$ cat config.mk
export PLATFORM = sky130hd
export DESIGN_NAME = can_fault_frame_sequencer
export DESIGN_NICKNAME = d
export VERILOG_FILES = /design/src/rtl/can_frame_pkg.sv /design/src/rtl/can_bit_counter.sv /design/src/rtl/can_fault_frame_sequencer.sv
export SDC_FILE = /design/constraint.sdc
export NUM_CORES = 1
export LEC_CHECK = 0
export ABC_CLOCK_PERIOD_IN_PS = 8970
export BUFFER_PORTS_ARGS = -buffer_cell sky130_fd_sc_hd__buf_2
export CAP_MARGIN = 20
export CORE_MARGIN = 2
export CORE_UTILIZATION = 35
export DETAILED_ROUTE_END_ITERATION = 8
export GPL_TIMING_DRIVEN = 0
export PLACE_DENSITY = 0.58
export SLEW_MARGIN = 20
export SYNTH_ARGS = -nofsm -noshare
export SYNTH_HDL_FRONTEND = slang
export SYNTH_HIERARCHICAL = 1
export SYNTH_SLANG_ARGS = --single-unit
export TNS_END_PERCENT = 1
$ cat constraint.sdc
create_clock -name samplePoint -period 8.97 [get_ports samplePoint]
set_input_delay 0 -clock samplePoint [delete_from_list [all_inputs] [get_ports samplePoint]]
set_output_delay 0 -clock samplePoint [all_outputs]
set_load 0.01 [all_outputs]
$ cat src/rtl/can_frame_pkg.sv
// Shared definitions for the CAN fault-frame sequencer slice: FSM state
// encoding, frame-segment lengths, bus-level constants and counter width.
package can_frame_pkg;

  localparam int unsigned FLAG_LEN         = 6;
  localparam int unsigned DELIM_LEN        = 8;
  localparam int unsigned INTERMISSION_LEN = 3;
  localparam int unsigned MAX_OVERLOAD     = 2;
  localparam int unsigned MAX_DOM_WAIT     = 7;
  localparam int unsigned INTEGRATE_LEN    = 11;

  localparam int unsigned CNT_W = 4;

  localparam logic DOMINANT  = 1'b0;
  localparam logic RECESSIVE = 1'b1;

  typedef enum logic [2:0] {
    INTEGRATE    = 3'd0,
    BUS_IDLE     = 3'd1,
    RECEIVING    = 3'd2,
    INTERMISSION = 3'd3,
    ERR_FLAG     = 3'd4,
    OVL_FLAG     = 3'd5,
    WAIT_REC     = 3'd6,
    DELIM        = 3'd7
  } frame_state_e;

  // Terminal count for a segment of 'len' bits when the counter starts at 0.
  function automatic logic [CNT_W-1:0] last_bit(input int unsigned len);
    return CNT_W'(len - 1);
  endfunction

endpackage

$ cat src/rtl/can_bit_counter.sv
// Saturating bit counter used to time CAN frame segments.
// Ports:
//   clk        - bit clock (sample point)
//   rst        - synchronous active-high reset
//   i_clr      - clear count to zero
//   i_load     - load i_load_val (wins over clear and increment)
//   i_load_val - value loaded by i_load
//   i_inc      - increment by one, holding at all-ones
//   i_term     - terminal count to compare against
//   o_tc       - high while count equals i_term
module can_bit_counter
  import can_frame_pkg::*;
(
  input  logic             clk,
  input  logic             rst,
  input  logic             i_clr,
  input  logic             i_load,
  input  logic [CNT_W-1:0] i_load_val,
  input  logic             i_inc,
  input  logic [CNT_W-1:0] i_term,
  output logic             o_tc
);

  logic [CNT_W-1:0] r_count;

  always_ff @(posedge clk) begin
    if (rst) begin
      r_count <= '0;
    end else if (i_load) begin
      r_count <= i_load_val;
    end else if (i_clr) begin
      r_count <= '0;
    end else if (i_inc && (r_count != '1)) begin
      r_count <= r_count + 1'b1;
    end
  end

  assign o_tc = (r_count == i_term);

endmodule

$ cat src/rtl/can_fault_frame_sequencer.sv
// CAN error/overload frame sequencer. Advances one bit per samplePoint edge,
// drives canTX for error flags, overload flags, delimiters and intermission,
// and flags where a start of frame is legal.
// Ports:
//   samplePoint   - bit clock, one rising edge per CAN sample point
//   reset         - synchronous active-high reset
//   canRX         - sampled bus level (0 = dominant)
//   frameReady    - receiver has reached the last EOF bit
//   isError       - error detected this bit
//   overloadReq   - receiver asks for an overload delay
//   errorPassive  - (ERROR_PASSIVE_EN only) send passive (recessive) error flags
//   canTX         - registered bus drive (1 = recessive)
//   isStart       - one-bit pulse on a legal SOF
//   endOverload   - one-bit pulse on the last overload-delimiter bit
//   endError      - one-bit pulse on the last error-delimiter bit
//   busIdle       - high while in BUS_IDLE
//   stuckDominant - sticky: bus stayed dominant too long after our flag
//   frameState    - current state encoding
// Build option: define ERROR_PASSIVE_EN to add the errorPassive input.
module can_fault_frame_sequencer
  import can_frame_pkg::*;
(
  input  logic       samplePoint,
  input  logic       reset,
  input  logic       canRX,
  input  logic       frameReady,
  input  logic       isError,
  input  logic       overloadReq,
`ifdef ERROR_PASSIVE_EN
  input  logic       errorPassive,
`endif
  output logic       canTX,
  output logic       isStart,
  output logic       endOverload,
  output logic       endError,
  output logic       busIdle,
  output logic       stuckDominant,
  output logic [2:0] frameState
);

  frame_state_e     r_state;
  frame_state_e     w_next;
  logic             r_tx;
  logic             r_start;
  logic             r_end_ovl;
  logic             r_end_err;
  logic             r_idle;
  logic             r_stuck;
  logic             r_is_ovl;
  logic [CNT_W-1:0] r_ovl_cnt;

  logic             w_tx;
  logic             w_start;
  logic             w_end_ovl;
  logic             w_end_err;
  logic             w_stuck_set;
  logic             w_ovl_inc;
  logic             w_ovl_clr;
  logic             w_ovl_allowed;
  logic             w_flag_level;

  logic             w_len_clr;
  logic             w_len_load;
  logic             w_len_inc;
  logic [CNT_W-1:0] w_len_term;
  logic             w_len_tc;
  logic             w_dom_clr;
  logic             w_dom_inc;
  logic             w_dom_tc;

`ifdef ERROR_PASSIVE_EN
  logic             r_prev_rx;

  always_ff @(posedge samplePoint) begin
    if (reset) begin
      r_prev_rx <= RECESSIVE;
    end else begin
      r_prev_rx <= canRX;
    end
  end

  assign w_flag_level = errorPassive ? RECESSIVE : DOMINANT;
`else
  assign w_flag_level = DOMINANT;
`endif

  assign w_ovl_allowed = (r_ovl_cnt < CNT_W'(MAX_OVERLOAD));

  // Segment length counter: integration, flags, delimiter, intermission.
  can_bit_counter u_len_cnt (
    .clk        (samplePoint),
    .rst        (reset),
    .i_clr      (w_len_clr),
    .i_load     (w_len_load),
    .i_load_val (CNT_W'(1)),
    .i_inc      (w_len_inc),
    .i_term     (w_len_term),
    .o_tc       (w_len_tc)
  );

  // Dominant bits seen while waiting for the bus to release after a flag.
  can_bit_counter u_dom_cnt (
    .clk        (samplePoint),
    .rst        (reset),
    .i_clr      (w_dom_clr),
    .i_load     (1'b0),
    .i_load_val ('0),
    .i_inc      (w_dom_inc),
    .i_term     (CNT_W'(MAX_DOM_WAIT)),
    .o_tc       (w_dom_tc)
  );

  always_comb begin
    w_next      = r_state;
    w_tx        = RECESSIVE;
    w_start     = 1'b0;
    w_end_ovl   = 1'b0;
    w_end_err   = 1'b0;
    w_stuck_set = 1'b0;
    w_ovl_inc   = 1'b0;
    w_ovl_clr   = 1'b0;
    w_len_clr   = 1'b0;
    w_len_load  = 1'b0;
    w_len_inc   = 1'b0;
    w_dom_clr   = 1'b0;
    w_dom_inc   = 1'b0;

    case (r_state)
      INTEGRATE:    w_len_term = last_bit(INTEGRATE_LEN);
      INTERMISSION: w_len_term = last_bit(INTERMISSION_LEN);
      DELIM:        w_len_term = last_bit(DELIM_LEN);
      default:      w_len_term = last_bit(FLAG_LEN);
    endcase

    if ((r_state != INTEGRATE) && isError) begin
      // Any error (even mid-flag) restarts a full error flag.
      w_next    = ERR_FLAG;
      w_len_clr = 1'b1;
      w_tx      = w_flag_level;
    end else begin
      case (r_state)
        INTEGRATE: begin
          if (canRX == DOMINANT) begin
            w_len_clr = 1'b1;
          end else if (w_len_tc) begin
            w_next    = BUS_IDLE;
            w_len_clr = 1'b1;
          end else begin
            w_len_inc = 1'b1;
          end
        end

        BUS_IDLE: begin
          if (canRX == DOMINANT) begin
            w_next    = RECEIVING;
            w_start   = 1'b1;
            w_ovl_clr = 1'b1;
          end
        end

        RECEIVING: begin
          if (frameReady) begin
            w_next    = INTERMISSION;
            w_len_clr = 1'b1;
          end
        end

        INTERMISSION: begin
          // Dominant on bits 1-2 is an overload condition even once the
          // request budget is spent; dominant on bit 3 is a legal SOF.
          if (((canRX == DOMINANT) && !w_len_tc) || (overloadReq && w_ovl_allowed)) begin
            w_next    = OVL_FLAG;
            w_len_clr = 1'b1;
            w_ovl_inc = 1'b1;
            w_tx      = DOMINANT;
          end else if (canRX == DOMINANT) begin
            w_next    = RECEIVING;
            w_start   = 1'b1;
            w_ovl_clr = 1'b1;
          end else if (w_len_tc) begin
            w_next    = BUS_IDLE;
          end else begin
            w_len_inc = 1'b1;
          end
        end

        ERR_FLAG: begin
`ifdef ERROR_PASSIVE_EN
          // A passive flag only ends after FLAG_LEN equal bus bits; a level
          // change starts a new run of length one.
          if (errorPassive && (canRX != r_prev_rx)) begin
            w_len_load = 1'b1;
            w_tx       = w_flag_level;
          end else
`endif
          if (w_len_tc) begin
            w_next    = WAIT_REC;
            w_dom_clr = 1'b1;
          end else begin
            w_len_inc = 1'b1;
            w_tx      = w_flag_level;
          end
        end

        OVL_FLAG: begin
          if (w_len_tc) begin
            w_next    = WAIT_REC;
            w_dom_clr = 1'b1;
          end else begin
            w_len_inc = 1'b1;
            w_tx      = DOMINANT;
          end
        end

        WAIT_REC: begin
          if (canRX == RECESSIVE) begin
            // The releasing recessive bit is delimiter bit 1.
            w_next     = DELIM;
            w_len_load = 1'b1;
          end else if (w_dom_tc) begin
            w_stuck_set = 1'b1;
            w_dom_clr   = 1'b1;
          end else begin
            w_dom_inc = 1'b1;
          end
        end

        DELIM: begin
          if (canRX == DOMINANT) begin
            w_next    = ERR_FLAG;
            w_len_clr = 1'b1;
            w_tx      = w_flag_level;
          end else if (w_len_tc) begin
            w_next    = INTERMISSION;
            w_len_clr = 1'b1;
            w_end_ovl = r_is_ovl;
            w_end_err = !r_is_ovl;
          end else begin
            w_len_inc = 1'b1;
          end
        end

        default: w_next = INTEGRATE;
      endcase
    end
  end

  always_ff @(posedge samplePoint) begin
    if (reset) begin
      r_state   <= INTEGRATE;
      r_tx      <= RECESSIVE;
      r_start   <= 1'b0;
      r_end_ovl <= 1'b0;
      r_end_err <= 1'b0;
      r_idle    <= 1'b0;
      r_stuck   <= 1'b0;
      r_is_ovl  <= 1'b0;
      r_ovl_cnt <= '0;
    end else begin
      r_state   <= w_next;
      r_tx      <= w_tx;
      r_start   <= w_start;
      r_end_ovl <= w_end_ovl;
      r_end_err <= w_end_err;
      r_idle    <= (w_next == BUS_IDLE);
      r_stuck   <= r_stuck | w_stuck_set;
      if (w_next == ERR_FLAG) begin
        r_is_ovl <= 1'b0;
      end else if (w_next == OVL_FLAG) begin
        r_is_ovl <= 1'b1;
      end
      if (w_ovl_clr) begin
        r_ovl_cnt <= '0;
      end else if (w_ovl_inc && (r_ovl_cnt != '1)) begin
        r_ovl_cnt <= r_ovl_cnt + 1'b1;
      end
    end
  end

  assign canTX         = r_tx;
  assign isStart       = r_start;
  assign endOverload   = r_end_ovl;
  assign endError      = r_end_err;
  assign busIdle       = r_idle;
  assign stuckDominant = r_stuck;
  assign frameState    = r_state;

endmodule

==> out/results.ini <==
[die]
die_h_um=68.9
die-area_sq_um=4740
ios=15
design.core.area_sq_um=4030
rows=23
initial_utilization_pct=36.6
die-width_um=68.9

[power]
vdd_drop_max_v=0.0000936
power_mw=0.197
p_per_area_nw_per_um2=114
power_leakage_nw=0.726

[sta]
maxSlewViolCount=0
max_freq_mhz=248
tightest_slew_ns=0.935
hold_violations=0
setup_viol=0
finalSetupTns_ns=0
clock_skew_ns=0.00412
slew_headroom_pct=36.8
rsz0062_at_grt=false
hold_slack_ns=0.0921
timing.final.ws_setup_ns=4.93
finalCriticalPeriod_ns=4.04
finalCritPeriodShare_pct=45.0

[placement]
dp_cells=260
place.gp.congestion=0.752
port-buffer-count=14
place_area_sq_um=1670
pre_cts_ws_ns=5.01
hpwl_um=2380

[yosys]
synth_edf_count=0
post-synth-top-count-cell=dfxtp_1
netlist_area_sq_um=1470
synth_common_cells=dfxtp_1, nor2_1, xor2_1
async_reset_ff_share_pct=0
synth_top_cell_by_area=dfxtp_1
syn_area_per_cell_sq_um=8.27
ys_warn_count=6
yosysSeqAreaShare_pct=29.9
ys_types=49
synthFlopType=dfxtp_1
ys_ff_latch=22
synth_area_leaders=dfxtp_1, xor2_1, nor2_1, mux2i_1, o21ai_0
post_synth_inst_count=178
synth_top_area_share_pct=29.9

[setup_path]
crit_type=flip-flop to flip-flop
critPathMaxStageDelay_ns=0.78
crit_path_frequent_cell=clkbuf_1
crit_family=simple AND/OR/NAND/NOR gates
critical_path.cell_chain=clkbuf_1 -> clkbuf_1 -> nor2_1 -> o21ai_0 -> xor2_1 -> nor4_1 -> clkbuf_1 -> or2_2 -> a31oi_1 -> o32ai_1 -> nor4bb_1 -> a2111oi_0 -> a211oi_1
start_kind=flip-flop
slowest_stage=nor4bb_1
crit_arrival_ns=4.22
required_ns=9.15
path_max_fanout=10
end_kind=flip-flop
path_buf_inv=3

[global_route]
antenna_found_initial=0
grt.overflow.total=0
grt_max_degree=14
grt.total_usage_pct=14.9
grt_pass1_vias=1220
grt_first_pass_wirelength_um=5420

[clock_network]
cts_hold_buf=0
clk_pin_slew_ns=0.08
numCtsBuffers=3
cts_tree=built
cts_setup_buffers=0
root_buffer=clkbuf_8
htree_levels=1
cts_buffer_depth=2
post_cts_resized=0
clkLatencyLatePin_ns=0.26
cts.sinks=22

[detailed_routing]
drt_first_pass_iters=6
wl_um=3140
drc=0
post_drt_wl_per_cell_um=11.9
via_count=1335
routed_via_density=5.06
ant_nets=0
drtIter0Drc=69

[outcome]
status=finished, final reports clean

[layout]
multi_input_area_sq_um=1040
fill_cells=427
area_growth_syn_to_layout_pct=17.3
postLayoutCoreUtil_pct=42.9
n_antenna_cell=0
final_nets=224
fin_area_sq_um=1730
seqCellArea_sq_um=440
instances_no_fill=264
drive_gt1_share_pct=14.5

[run]
maxCapViolations=0

[worst_hold_path]
hp-class=primary input to flip-flop

worst paths after layout:
kind | startpoint | to | slack, ns | depth (start not counted)
max | frameState[1]$_SDFF_PP0_ | u_len_cnt/r_count[1]$_SDFFE_PP0P_ | 4.93 | 13
min | reset | stuckDominant$_SDFF_PP0_ | 0.09 | 2
max reg2reg | frameState[1]$_SDFF_PP0_ | u_len_cnt/r_count[1]$_SDFFE_PP0P_ | 4.93 | 13
min reg2reg | r_is_ovl$_SDFFE_PP0N_ | endError$_SDFF_PP0_ | 0.43 | 1
cells in the final DEF, fill, tap and decap left out, types with 3 or more instances in the layout:
| master | count |
|---|---|
| a211oi_1 | 5 |
| a21oi_1 | 7 |
| and2_1 | 4 |
| buf_2 | 15 |
| clkbuf_1 | 6 |
| clkbuf_8 | 4 |
| conb_1 | 20 |
| dfxtp_1 | 22 |
| ha_1 | 3 |
| inv_1 | 9 |
| mux2i_1 | 6 |
| nand2_1 | 9 |
| nand2b_1 | 3 |
| nand3_1 | 8 |
| nand3b_1 | 3 |
| nor2_1 | 17 |
| nor3_1 | 5 |
| o211ai_1 | 4 |
| o21ai_0 | 9 |
| xor2_1 | 12 |
layout make-up:
cell class	instances	share of cell area, %
multi-input cells	158	60.1
flip-flops and latches	22	25.5
repair buffers	14	4.06
well taps	50	3.62
clock buffers	4	3.19
inverters	9	1.96
plain buffers	7	1.59
state kept, by name (all words and copies together) (netlist names):
register,count
r_ovl_cnt,4
u_dom_cnt/r_count,4
u_len_cnt/r_count,4
frameState,3
busIdle,1
canTX,1
endError,1
endOverload,1
isStart,1
r_is_ovl,1
stuckDominant,1
where the power goes:
group / internal, mW / switching [mW]
Combinational: 0.00951 / 0.0121
Clock: 0.0391 / 0.0332
Sequential: 0.0998 / 0.00332
Total: 0.148 / 0.0486
routing by layer:
metal | global-route usage [%] | vias up | routed length, um
met2 | 23.1 | 36 | 1350
met5 | 0 | - | 0
li1 | - | 706 | -
met3 | 3.90 | 4 | 151
met4 | 3.92 | 0 | 19
met1 | 20.6 | 589 | 1620
cells by family (layout without fill, tap and decap cells):
kind of cell               after synthesis  in the layout  synth area share [%]
AOI/OAI and AO/OA                       51             51                  26.3
xor gates and xnor gates                12             12                  7.14
adders and majority gates                3              3                  2.55
buffers and inverters                   16             34                  4.16
DFF                                     22             22                  29.9
muxes                                    6              6                  4.08
other                                    2             20                 0.510
and+or+nand+nor                         66             66                  25.3
worst reg2reg max path: cells and delay by family (launching register included):
kind,cells,cell delay (ns)
AOI/OAI and AO/OA,5,1.17
xor gates and xnor gates,1,0.12
buffers and inverters,3,0.99
DFF,1,0.32
and+or+nand+nor,4,1.38
No activity file was read; power rests on OpenSTA's default activity.
